`config.mk`:
```
export PLATFORM = sky130hd
export DESIGN_NAME = ias_fetch_unit
export DESIGN_NICKNAME = d
export VERILOG_FILES = /design/src/rtl/ias_pkg.sv /design/src/rtl/ias_instr_reg.sv /design/src/rtl/ias_fetch_unit.sv
export SDC_FILE = /design/constraint.sdc
export NUM_CORES = 1
export LEC_CHECK = 0
export CAP_MARGIN = 20
export CORE_ASPECT_RATIO = 2
export CORE_UTILIZATION = 40
export DETAILED_ROUTE_END_ITERATION = 7
export PLACE_DENSITY = 0.72
export SLEW_MARGIN = 40
export SYNTH_ARGS = -nofsm -noshare
export SYNTH_HDL_FRONTEND = slang
export SYNTH_SLANG_ARGS = --single-unit
```
`constraint.sdc`:
```
create_clock -name clk -period 4.4 [get_ports clk]
set_input_delay 1.32 -clock clk [delete_from_list [all_inputs] [get_ports clk]]
set_output_delay 1.32 -clock clk [all_outputs]
set_load 0.02 [all_outputs]
```
`src/rtl/ias_pkg.sv`:
```
// Shared definitions for the IAS instruction fetch unit: default field widths
// and the fetch state encoding.
package ias_pkg;

   localparam int IAS_OP_W   = 8;
   localparam int IAS_ADDR_W = 8;

   typedef enum logic [1:0] {
      ST_IDLE    = 2'd0,
      ST_REQ     = 2'd1,
      ST_ISSUE_L = 2'd2,
      ST_ISSUE_R = 2'd3
   } fetch_state_e;

endpackage

```
`src/rtl/ias_instr_reg.sv`:
```
// Instruction holding register (used for both IR and IBR): a plain W-bit
// register with a load enable and asynchronous active-low clear.
module ias_instr_reg #(
   parameter int W = 16
) (
   input  logic         clk,
   input  logic         rst_n,
   input  logic         load,
   input  logic [W-1:0] d,
   output logic [W-1:0] q
);

   logic [W-1:0] data_q;
   logic [W-1:0] data_d;

   // Hold the current value unless a load is requested.
   always_comb begin
      data_d = data_q;
      if (load) begin
         data_d = d;
      end
   end

   // Storage flop, cleared by reset.
   always_ff @(posedge clk or negedge rst_n) begin
      if (!rst_n) begin
         data_q <= '0;
      end else begin
         data_q <= data_d;
      end
   end

   assign q = data_q;

endmodule

```
`src/rtl/ias_fetch_unit.sv`:
```
// IAS-style instruction fetch unit. Each memory word holds two instructions
// (left = upper half, right = lower half). The unit fetches a word into IR/IBR,
// issues the left then the right instruction over a valid/ready handshake,
// and handles branch redirects (optionally to the right half) and halts.
// Optional build macro IAS_FETCH_COUNT_EN adds a 16-bit issued-instruction
// counter output (instr_count).
module ias_fetch_unit
   import ias_pkg::*;
#(
   parameter int OP_W   = IAS_OP_W,
   parameter int ADDR_W = IAS_ADDR_W
) (
   input  logic                          clk,
   input  logic                          rst_n,
   input  logic                          start,
   input  logic                          halt,
   output logic                          mem_req,
   output logic [ADDR_W-1:0]             mem_addr,
   input  logic                          mem_ack,
   input  logic [2*(OP_W+ADDR_W)-1:0]    mem_rdata,
   output logic                          ir_valid,
   input  logic                          ir_ready,
   output logic [OP_W-1:0]               ir_opcode,
   output logic [ADDR_W-1:0]             ir_addr,
   input  logic                          jump,
   input  logic [ADDR_W-1:0]             jump_addr,
   input  logic                          jump_right,
   output logic [ADDR_W-1:0]             pc
`ifdef IAS_FETCH_COUNT_EN
   ,
   output logic [15:0]                   instr_count
`endif
);

   localparam int INSTR_W = OP_W + ADDR_W;

   fetch_state_e        state_q, state_d;
   logic [ADDR_W-1:0]   pc_q, pc_d;
   logic [ADDR_W-1:0]   mem_addr_q, mem_addr_d;
   logic                right_q, right_d;      // next fetch starts at the right half
   logic                jpend_q, jpend_d;      // jump seen mid-request: drop the returning data
   logic                bubble_q, bubble_d;    // one idle cycle between left and right issue
   logic                ir_load, ibr_load;
   logic [INSTR_W-1:0]  ir_d, ir_q, ibr_q;
   logic [INSTR_W-1:0]  word_upper, word_lower;
   logic                transfer;

   assign word_upper = mem_rdata[2*INSTR_W-1:INSTR_W];
   assign word_lower = mem_rdata[INSTR_W-1:0];

   assign mem_req   = (state_q == ST_REQ);
   assign mem_addr  = mem_addr_q;
   assign ir_valid  = ((state_q == ST_ISSUE_L) || (state_q == ST_ISSUE_R)) && !bubble_q;
   assign ir_opcode = ir_q[INSTR_W-1:ADDR_W];
   assign ir_addr   = ir_q[ADDR_W-1:0];
   assign pc        = pc_q;
   assign transfer  = ir_valid && ir_ready;

   // Next-state logic: fetch sequencing, jump redirect and halt handling.
   always_comb begin
      state_d    = state_q;
      pc_d       = pc_q;
      mem_addr_d = mem_addr_q;
      right_d    = right_q;
      jpend_d    = jpend_q;
      bubble_d   = 1'b0;
      ir_load    = 1'b0;
      ibr_load   = 1'b0;
      ir_d       = ibr_q;
      case (state_q)
         ST_IDLE: begin
            if (start) begin
               state_d    = ST_REQ;
               mem_addr_d = pc_q;
            end
         end
         ST_REQ: begin
            if (mem_ack) begin
               if (jump || jpend_q) begin
                  // Redirected while in flight: the returned word is stale.
                  jpend_d = 1'b0;
                  if (jump) begin
                     pc_d       = jump_addr;
                     right_d    = jump_right;
                     mem_addr_d = jump_addr;
                  end else begin
                     mem_addr_d = pc_q;
                  end
                  state_d = halt ? ST_IDLE : ST_REQ;
               end else begin
                  pc_d    = pc_q + ADDR_W'(1);
                  right_d = 1'b0;
                  if (halt) begin
                     state_d = ST_IDLE;
                  end else begin
                     ir_load  = 1'b1;
                     ibr_load = 1'b1;
                     ir_d     = right_q ? word_lower : word_upper;
                     state_d  = right_q ? ST_ISSUE_R : ST_ISSUE_L;
                  end
               end
            end else if (jump) begin
               // Keep the request up; retarget once the current one completes.
               pc_d    = jump_addr;
               right_d = jump_right;
               jpend_d = 1'b1;
            end
         end
         ST_ISSUE_L, ST_ISSUE_R: begin
            if (halt) begin
               state_d = ST_IDLE;
               if (jump) begin
                  pc_d    = jump_addr;
                  right_d = jump_right;
               end
            end else if (jump) begin
               pc_d       = jump_addr;
               right_d    = jump_right;
               mem_addr_d = jump_addr;
               state_d    = ST_REQ;
            end else if (transfer) begin
               if (state_q == ST_ISSUE_L) begin
                  ir_load  = 1'b1;
                  bubble_d = 1'b1;
                  state_d  = ST_ISSUE_R;
               end else begin
                  mem_addr_d = pc_q;
                  state_d    = ST_REQ;
               end
            end
         end
         default: begin
            state_d = ST_IDLE;
         end
      endcase
   end

   // Control and address registers.
   always_ff @(posedge clk or negedge rst_n) begin
      if (!rst_n) begin
         state_q    <= ST_IDLE;
         pc_q       <= '0;
         mem_addr_q <= '0;
         right_q    <= 1'b0;
         jpend_q    <= 1'b0;
         bubble_q   <= 1'b0;
      end else begin
         state_q    <= state_d;
         pc_q       <= pc_d;
         mem_addr_q <= mem_addr_d;
         right_q    <= right_d;
         jpend_q    <= jpend_d;
         bubble_q   <= bubble_d;
      end
   end

   ias_instr_reg #(.W(INSTR_W)) u_ir (
      .clk   (clk),
      .rst_n (rst_n),
      .load  (ir_load),
      .d     (ir_d),
      .q     (ir_q)
   );

   ias_instr_reg #(.W(INSTR_W)) u_ibr (
      .clk   (clk),
      .rst_n (rst_n),
      .load  (ibr_load),
      .d     (word_lower),
      .q     (ibr_q)
   );

`ifdef IAS_FETCH_COUNT_EN
   logic [15:0] cnt_q, cnt_d;

   // Count every completed issue handshake, wrapping at 16 bits.
   always_comb begin
      cnt_d = cnt_q + 16'(transfer);
   end

   // Issue counter register.
   always_ff @(posedge clk or negedge rst_n) begin
      if (!rst_n) begin
         cnt_q <= '0;
      end else begin
         cnt_q <= cnt_d;
      end
   end

   assign instr_count = cnt_q;
`endif

endmodule
```
==> impl_results.md, run 1 <==
- Status: finished, final reports clean
- Kind of cell adding the most delay to the critical path: simple AND/OR/NAND/NOR gates
- Clk root buf: clkbuf_16
- Final Hold Vio Count: 0
- Setup slack, reg-to-reg: about 2 ns
- Reg-to-Reg Start: state_q[1]
- All-Layer GR Usage: about 20%
- Post-synthesis mux area share: between 20% and 30%
- Critical Path Start: mem_ack
- Largest cells by area after synthesis: dfrtp_1 47%, mux2i_1 11%, mux2_4 8.6%
- Synth Area in Compound Gates: between 10% and 20%
- Main combinational cell family by area after synthesis: multiplexers
- Worst VDD drop: between 0.0004 and 0.0005 V
- Crit Path Class: input port to register
- Core area: roughly 6700 um^2
- Die W: 61.2 um
- Worst Tran Pin Value: slightly below 0.7 ns
- Post-Syn Area: 2810 um^2
- TritonCTS clock tree: done
- PnR Total Power: approximately 0.0025 W
- First-pass GRT wire length: between 10,000 and 15,000 um
- Syn nets: 290
- Yosys top cell by area: dfrtp_1
- Synth Area in XOR/XNOR: less than 1%
- Longest Clk Path Bufs: 2
- Period utilization: between 70% and 80%
- Slowest Stage Delay on Critical Path: ~0.87 ns
- Number of global-route vias before repair: around 2,200
- Max FO, Critical Path: 23
- Initial Util: 42.0%
- Library cells used by synthesis: 40
- Slowest stage cell on the critical path: or4_2
- DP HPWL: about 4800 um
- DRC viols: 0
- Worst Setup End Kind: register
- Max Clk Rate: approximately 300 MHz
- Post-CTS Setup Bufs: 0
- Simple-gate share of the synthesized area: between 10% and 20%
- Adder-cell share of the synthesized area: less than 1%
- CP endpoint: u_ibr.q[4]
- Max-slew headroom: roughly 54%
- Final slew viol count: 0
- Share of layout cells above drive strength 1: roughly 13%
- Average vias per placed instance: 5.24
- Die Span Y: approximately 120 um
- GRT overflow: 0
- Pwr/cell area: roughly 670 nW/um^2
- Site Rows: 42
- Setup violators final: 0
- CTS sink count: 53
- Hold Path Class: register to register
- N_diodes: 0
- Setup TNS: 0 ns
- Post-route ant nets: 0
- P&R area growth vs syn: 34.7%
- Reg clk slew, reported paths: 0.07 ns
- Pleak: roughly 1.8 nW
- R2R cell count: 4
- Worst-Skew Late Latency: approximately 0.29 ns
- Fin Clk Skew: 0.00935 ns
- Final min period: 3.38 ns
- Largest net degree at the start of global routing: 35
- Die area: 7370 um^2
- Crit. path cell count: 5
- Hold buffer count at CTS: 0
- Max Cap Viol: 0
- Fin nets: around 370
- Synthesis-stage register bit count: 53
- WP data arrival: 3.56 ns
- CTS Buf Count: 5
- # IOs: around 80
- GP Congestion: around 0.83
- Unrepaired setup endpoints after global routing: no
- Synth Instances: 241
- Initial antenna violation count: 0
- Worst R2R End: u_ibr.q[4]
- Setup crit start kind: input port
- Via Count: between 2,000 and 2,500
- Port Buf Inserts: between 80 and 90
- CTS H-Tree Depth: 2
- CP cell instances: clkdlybuf4s50_1 > nand3b_4 > or4_2 > buf_4 > mux2_4
- WL per Instance: around 16 um
- Worst Path Buf+Inv: 2
- Drt first pass iters: 4
- Mean Syn Cell Area: ~12 um^2
- Post-CTS Resized: 0
- DRT iter0 DRCs: a little over 100
- Number of synthesis warnings: 0
- WP data required: between 4 and 5 ns
- Final WL: between 6000 and 7000 um
- Share of the synthesized area in the top cell type: between 40 and 50%
- Register area share after synthesis: between 40 and 50%
[how the worst min path moves through the flow]
| stage | start | to | slack [ns] | depth (start not counted) |
|---|---|---|---|---|
| 3_5_place_dp | u_ibr.q[10] | u_ibr.q[10] | 0.49 | 1 |
| 3_3_place_gp | u_ibr.q[10] | u_ibr.q[10] | 0.49 | 1 |
| 4_1_cts | mem_addr[0] | mem_addr[0] | 0.51 | 1 |
| 6_report | mem_addr[0] | mem_addr[0] | 0.51 | 1 |
| 2_1_floorplan | u_ibr.q[0] | u_ibr.q[0] | 0.48 | 1 |
| 5_1_grt | u_ibr.q[10] | u_ibr.q[10] | 0.52 | 1 |
[synthesized netlist by cell type]
| master | n |
|---|---|
| a211oi_1 | 17 |
| a21oi_1 | 26 |
| a22oi_1 | 6 |
| a311oi_1 | 1 |
| a31oi_1 | 1 |
| a31oi_2 | 1 |
| a41oi_1 | 1 |
| and3_1 | 3 |
| and4b_1 | 1 |
| buf_12 | 2 |
| buf_2 | 2 |
| buf_4 | 2 |
| buf_6 | 2 |
| clkbuf_1 | 6 |
| clkbuf_8 | 3 |
| dfrtp_1 | 53 |
| ha_1 | 1 |
| inv_1 | 9 |
| mux2_2 | 4 |
| mux2_4 | 16 |
| mux2i_1 | 30 |
| nand2_1 | 8 |
| nand2b_1 | 2 |
| nand3_1 | 8 |
| nand3b_1 | 1 |
| nand3b_4 | 1 |
| nor2_1 | 2 |
| nor2b_1 | 17 |
| nor3_1 | 1 |
| nor3b_1 | 1 |
| nor4b_1 | 1 |
| o211ai_1 | 1 |
| o21ai_0 | 4 |
| o21bai_1 | 1 |
| o41ai_1 | 1 |
| or2_2 | 1 |
| or3_2 | 1 |
| or3b_2 | 1 |
| or4_1 | 1 |
| xor2_1 | 1 |
[cells in the final DEF (no fill, tap or decap), types with 2 or more instances in the layout]
master	netlist	routed
nand2_1	8	8
clkbuf_16	0	5
a211oi_1	17	17
nand2b_1	2	2
mux2_2	4	4
dfrtp_1	53	52
a21oi_1	26	26
mux2_4	16	16
o21ai_0	4	4
nor2_1	2	2
clkdlybuf4s50_1	0	80
inv_1	9	9
mux2i_1	30	30
buf_4	2	7
a22oi_1	6	6
and3_1	3	3
nor2b_1	17	17
nand3_1	8	8
[per-layer routing]
metal | track usage [%] | part of all wire (%) | vias to the layer above
met3 | 3.74 | 4.6 | 11
met4 | 8.10 | 2.5 | 0
met1 | 22.2 | 38 | 1027
met2 | 34.4 | 55 | 70
met5 | 0 | 0 | -
li1 | - | - | 1031
[flip-flops by register name, summed over array words and instances, names as in the netlist]
register,flops
state_q,2
u_ibr.q,16
pc,8
mem_addr,8
jpend_q,1
bubble_q,1
right_q,1
u_ir.q,16
[area by class of cell]
class                           count  area [um^2]
Sequential cell                    53         1330
Fill cell                         596         2900
Clock inverter                      2         13.8
Tap cell                           88          110
Multi-Input combinational cell    162         1290
Clock buffer                        6          139
Timing Repair Buffer               88          858
Inverter                            9         33.8
[per-stage QoR]
step                hold slack (ns)  worst slack [ns]  area, um^2  std cells  utilization [%]
floorplan                     0.481              1.86        2810        241                -
global placement              0.490             0.754        3620        400             54.3
detailed placement            0.493             0.713        3620        400             54.3
CTS                           0.512              1.02        3780        408             56.6
global route                  0.524             0.910        3780        408             56.6
finish                        0.510              1.02        3780        408             56.6
[cell families after synthesis]
kind of cell | after synthesis
AND/OR/NAND/NOR | 50
AO/OA/AOI/OAI | 60
adder cells (fa/ha/maj) | 1
multiplexers | 50
XOR/XNOR | 1
flip-flops | 53
buffers and inverters | 26
[where the power goes]
group | total, W | switching [W] | leakage [nW] | internal (W)
sequential | 0.000961 | 0.000234 | 0.623 | 0.000727
clock | 0.000403 | 0.000176 | 0.0768 | 0.000227
combinational | 0.00116 | 0.000534 | 1.06 | 0.000626
total | 0.00252 | 0.000944 | 1.76 | 0.00158
Power figures use the tool's default switching activity.
==> run 2, diff against run 1 <==
PLACE_DENSITY = 0.75   (was 0.72)
clock period = 3.1 ns   (was 4.4 ns; I/O delays follow)
==> impl_results.md, run 2 (synthesis results as in run 1) <==
- Status: finished, final reports clean
- Die area: 7370 um^2 (unchanged)
- TritonCTS clock tree: done
- Unrepaired setup endpoints after global routing: no
- P&R area growth vs syn: 36.0%
- Worst Tran Pin Value: 0.708 ns (+0.0201 ns)
- Max Clk Rate: between 300 and 400 MHz
- Die Span Y: 120 um (unchanged)
- Setup violators final: 0 (unchanged)
- Largest net degree at the start of global routing: 50 (+43%)
- Max-slew headroom: 52.8% (-1.3 points)
- Clk root buf: clkbuf_16
- Final WL: 6410 um (-3.7%)
- Via Count: 2,105 (-1.6%)
- Area of the multi-input gates: 1290 um^2 (unchanged)
- Port Buf Inserts: 81 (unchanged)
- Fillers: 596 (unchanged)
- Number of global-route vias before repair: 2,200 (-1.6%)
- Cell Area, Placed: 3640 um^2 (+0.35%)
- Site Rows: 42 (unchanged)
- CP cell instances: inv_1 > nor2_1 > clkdlybuf4s50_1
- Critical Path Start: state_q[0]
- DRT iter0 DRCs: 68 (-33%)
- Drt first pass iters: 4 (unchanged)
- Period utilization: 90.7%
- Setup slack, reg-to-reg: 1.05 ns (-0.95 ns)
- Fin Hold WS: 0.511 ns (+0.00114 ns)
- # IOs: 82 (unchanged)
- Worst Setup End Kind: primary output
- Setup WS pre-CTS: 0.167 ns (-0.546 ns)
- Setup TNS: 0 ns (unchanged)
- DP HPWL: 4780 um (-1.2%)
- Finished Cell Area: 3810 um^2 (+0.96%)
- GP Congestion: 0.872 (+5.2%)
- Share of layout cells above drive strength 1: 13.4% (unchanged)
- WL per Instance: 15.7 um (-3.7%)
- GRT overflow: 0 (unchanged)
- Core area: 6670 um^2 (unchanged)
- Crit Path Class: register to primary output
- Fin Clk Skew: 0.00454 ns (-0.00481 ns)
- Pleak: 1.77 nW (+0.74%)
- CTS H-Tree Depth: 2 (unchanged)
- Worst R2R End: u_ir.q[10]
- First-pass GRT wire length: 10,200 um (-4.9%)
- Max FO, Critical Path: 9 (-61%)
- Slowest Stage Delay on Critical Path: 0.65 ns (-0.22 ns)
- CTS Buf Count: 5 (unchanged)
- Setup crit start kind: register
- Final Hold Vio Count: 0 (unchanged)
- All-Layer GR Usage: 18.8% (-0.91 points)
- Reg clk slew, reported paths: 0.07 ns (about the same)
- Pwr/cell area: 958 nW/um^2 (+43%)
- CP endpoint: mem_req
- Longest Clk Path Bufs: 2 (unchanged)
- Slowest stage cell on the critical path: clkdlybuf4s50_1
- Hold Path Class: register to register
- Worst VDD drop: 0.000479 V (+10%)
- Fin nets: 368 (unchanged)
- Post-route ant nets: 0 (unchanged)
- DRC viols: 0 (unchanged)
- Hold buffer count at CTS: 0 (unchanged)
- WP data required: 2.17 ns (-2.41 ns)
- Reg-to-Reg Start: state_q[1]
- Post-CTS Resized: 0 (unchanged)
- Commonest non-fill, non-tap cells in the layout: 80 x clkdlybuf4s50_1, 52 x dfrtp_1, 30 x mux2i_1, 26 x a21oi_1
- Worst-Skew Late Latency: 0.29 ns (about the same)
- Final min period: between 2 and 3 ns
- Final worst setup slack: 0.287 ns (-0.729 ns)
- Final slew viol count: 0 (unchanged)
- Post-CTS Setup Bufs: 0 (unchanged)
- Commonest non-fill, non-tap cell in the layout: clkdlybuf4s50_1
- N_diodes: 0 (unchanged)
- Die W: 61.2 um (unchanged)
- Average vias per placed instance: 5.16 (-1.6%)
- PnR Total Power: 0.00366 W (+45%)
- CTS sink count: 53 (unchanged)
- Initial Util: 42.0% (unchanged)
- Initial antenna violation count: 0 (unchanged)
- Max Cap Viol: 0 (unchanged)
- WP data arrival: 1.88 ns (-1.68 ns)
- Storage cell area: 1330 um^2 (unchanged)
- R2R cell count: 5 (+1)
-- run 2: cell types whose count changed in the layout (fill, tap and decap cells not counted), sizes merged --
| cell | before | now |
|---|---|---|
| clkinv | 2 | 0 |
| bufinv | 0 | 1 |
| clkinvlp | 0 | 1 |
-- run 2: metrics by stage --
stage	instances	utilization (%)
after floorplan	241	-
after CTS	408	57.1
final	408	57.1
after global routing	408	57.1
after global placement	400	54.5
after detailed placement	400	54.5
-- run 2: how the worst min path moves through the flow --
stage,start,end,slack (ns),cells past startpoint
after floorplan,u_ibr.q[0],u_ibr.q[0],0.48,1
after global placement,mem_addr[0],mem_addr[0],0.49,1
after detailed placement,u_ibr.q[0],u_ibr.q[0],0.50,1
after CTS,mem_addr[0],mem_addr[0],0.52,1
after global routing,mem_addr[0],mem_addr[0],0.53,1
final,mem_addr[0],mem_addr[0],0.51,1
-- run 2: per-layer routing --
layer,track usage (%),wire [um],vias up
li1,-,-,1032
met1,19.0,2300,987
met2,33.5,3520,70
met3,4.81,349,16
met4,9.23,239,0
met5,0,0,-
-- run 2: cell type report --
class,instances,area share [%]
sequential,53,34.8
multi-input combinational,162,34.0
timing repair buffer,88,22.8
clock buffer,6,3.64
tap,88,2.89
clock inverter,2,0.984
inverter,9,0.886
-- run 2: power breakdown --
| part | total (W) | switching (W) | internal [W] |
|---|---|---|---|
| combinational | 0.00165 | 0.000757 | 0.000894 |
| clock | 0.000652 | 0.000249 | 0.000403 |
| sequential | 0.00135 | 0.000321 | 0.00103 |
| total | 0.00366 | 0.00133 | 0.00233 |
-- run 2: critical path, delay by kind of cell, from the launching register on --
family	cells	cell delay, ns
flip-flops	1	0.53
buffers and inverters	2	0.82
AND/OR/NAND/NOR	1	0.25
==> variant (settings of run 2) <==
Build with the macro `IAS_FETCH_COUNT_EN` defined.
--- a/src/rtl/ias_fetch_unit.sv
+++ b/src/rtl/ias_fetch_unit.sv
@@ -4,6 +4,8 @@
 // and handles branch redirects (optionally to the right half) and halts.
 // Optional build macro IAS_FETCH_COUNT_EN adds a 16-bit issued-instruction
 // counter output (instr_count).
+`define IAS_FETCH_COUNT_EN
+
 module ias_fetch_unit
    import ias_pkg::*;
 #(
Behaviour (old outputs only; new: instr_count): unchanged (equiv_simple and equiv_induct, registers matched by name and starting in step).
==> variant against run 2 <==
Via count increased by 33%; routed wire length up 33%; critical path type unchanged; area after synthesis increased by 23%; largest cell class unchanged; sequential cell count rose by 16; combinational power about the same; design area increased by 26%; total power rose by 16%; worst setup slack improved by 150 ps.
==> variant: results (changes against run 2) <==
clock_network:
  cts_resized: 0  # unchanged
  clk_latency_ps: 330  # +40 ps
  post-cts-setup-buffers: 0  # unchanged
  root_buffer: "clkbuf_16"
  cts_buffers: 9  # +4
  ctsLongestPathBuffers: 2  # unchanged
  h-tree-depth: 3  # +1
  path_clk_slew_ps: 50  # -20 ps
grt:
  grt_pass1_vias: 2909  # +32%
  grt_max_degree: 49  # -2.0%
  track_usage: 0.211  # +0.0229
  grt_pass1_wl_mm: 13.9  # +36%
  antenna_found_initial: 0  # unchanged
synth:
  synth.avg_cell_area_um2: 11.3  # -3.1%
  ys_top_cells_by_count: "dfrtp_1, a21oi_1, mux2i_1"
  synth_cell_types: 49  # +23%
  ys_top_cells_by_area: "dfrtp_1, mux2_2, mux2i_1, a21oi_1, a211oi_1"
  ys_seq_area_frac: 0.502  # +0.0290
  synth_largest_area_cell: "dfrtp_1"
  async_flop_share: 1.00  # unchanged
  synth_nets: 355  # +22%
  ys_warn_count: 0  # unchanged
layout:
  antenna_cells: 0  # unchanged
  nNetsFinal: 455  # +24%
  drive_above_1_share: 0.137  # +0.00254
  layoutNonFillerInstCount: 507  # +24%
  fillers: 720  # +21%
place:
  place_area_mm2: 0.00452  # +24%
  gp_congestion: 0.851  # -2.4%
  placed_cells: 492  # +23%
  io_buffers: 97  # +20%
  dpl.hpwl_mm: 6.28  # +31%
power:
  vdd_drop_max_uv: 586  # +22%
  p_leak_uw: 0.00215  # +21%
run_status:
  status: "finished clean"
sta:
  fin_skew_ps: 5.14  # +0.600 ps
  worstMarginPinSlew_ps: 731  # +23.1 ps
worst_setup_path:
  critical_path.max_stage_delay_ps: 620  # -30 ps
  critPathSlowestCell: "clkdlybuf4s50_1"
  cp_max_fo: 17  # +8
  worstPathArrival_ps: 1740  # -140 ps
route:
  via_per_inst: 5.54  # +7.3%
  firstDrtPassIters: 5  # +1
  routedWlPerCell_um: 16.8  # +7.1%
  drtIter0Drc: 119  # +75%
hold_path:
  hold_class: "flop to flop"
## variant: area by class of cell
class | instances | area, um^2 | share of cell area
clock buffers | 14 | 264 | 0.0548
clock inverters | 1 | 30.0 | 0.00624
inverters | 9 | 33.8 | 0.00701
multi-input cells | 210 | 1590 | 0.330
flip-flops and latches | 69 | 1730 | 0.359
well taps | 98 | 123 | 0.0255
repair buffers | 106 | 1050 | 0.217
## variant: path summary, 6_finish.rpt
check / from / end / slack (ps) / cells past startpoint
min in group asynchronous: rst_n / u_ibr.q[2]$_DFFE_PN0P_ / 670 / 1
max reg2reg: state_q[0]$_DFFE_PN0P_ / mem_addr[7]$_DFFE_PN0P_ / 1130 / 5
min: instr_count[15]$_DFF_PN0_ / instr_count[15]$_DFF_PN0_ / 480 / 1
max in group asynchronous: rst_n / right_q$_DFFE_PN0N_ / 1760 / 2
min reg2reg: instr_count[15]$_DFF_PN0_ / instr_count[15]$_DFF_PN0_ / 480 / 1
max: state_q[1]$_DFFE_PN0P_ / ir_valid / 430 / 3
## variant: logic make-up (layout without fill, tap and decap cells)
kind of cell / count (synthesis) / after routing / synth area share
compound gates: 68 / 68 / 0.135
fa+ha+maj: 2 / 2 / 0.00727
flops: 69 / 69 / 0.502
xor+xnor: 15 / 15 / 0.0382
buf+inv: 26 / 130 / 0.0371
mux: 51 / 51 / 0.157
simple gates: 74 / 74 / 0.123
## variant: power by group
group	internal [uW]	switching (uW)
Clock	662	346
Combinational	852	797
Sequential	1250	321
Total	2760	1460
## variant: metal layers
layer | vias to the layer above | GRT usage | share of wire | wire length [um]
met3 | 25 | 0.0522 | 0.049 | 416
met1 | 1370 | 0.212 | 0.35 | 2950
met2 | 88 | 0.371 | 0.57 | 4860
met4 | 0 | 0.121 | 0.036 | 306
li1 | 1324 | - | - | -
met5 | - | 0 | 0 | 0
## variant: critical path, delay by kind of cell (launching register included)
kind          cells  cell delay [ps]
buf+inv           2              860
flops             1              340
simple gates      1              210
## variant: per-stage QoR
step	power (uW)	setup WS (ps)	hold WS, ps
after floorplan	2450	986	479
after global placement	3190	367	468
after detailed placement	3240	379	481
after CTS	4270	421	487
after global routing	4470	359	508
final	4230	433	483
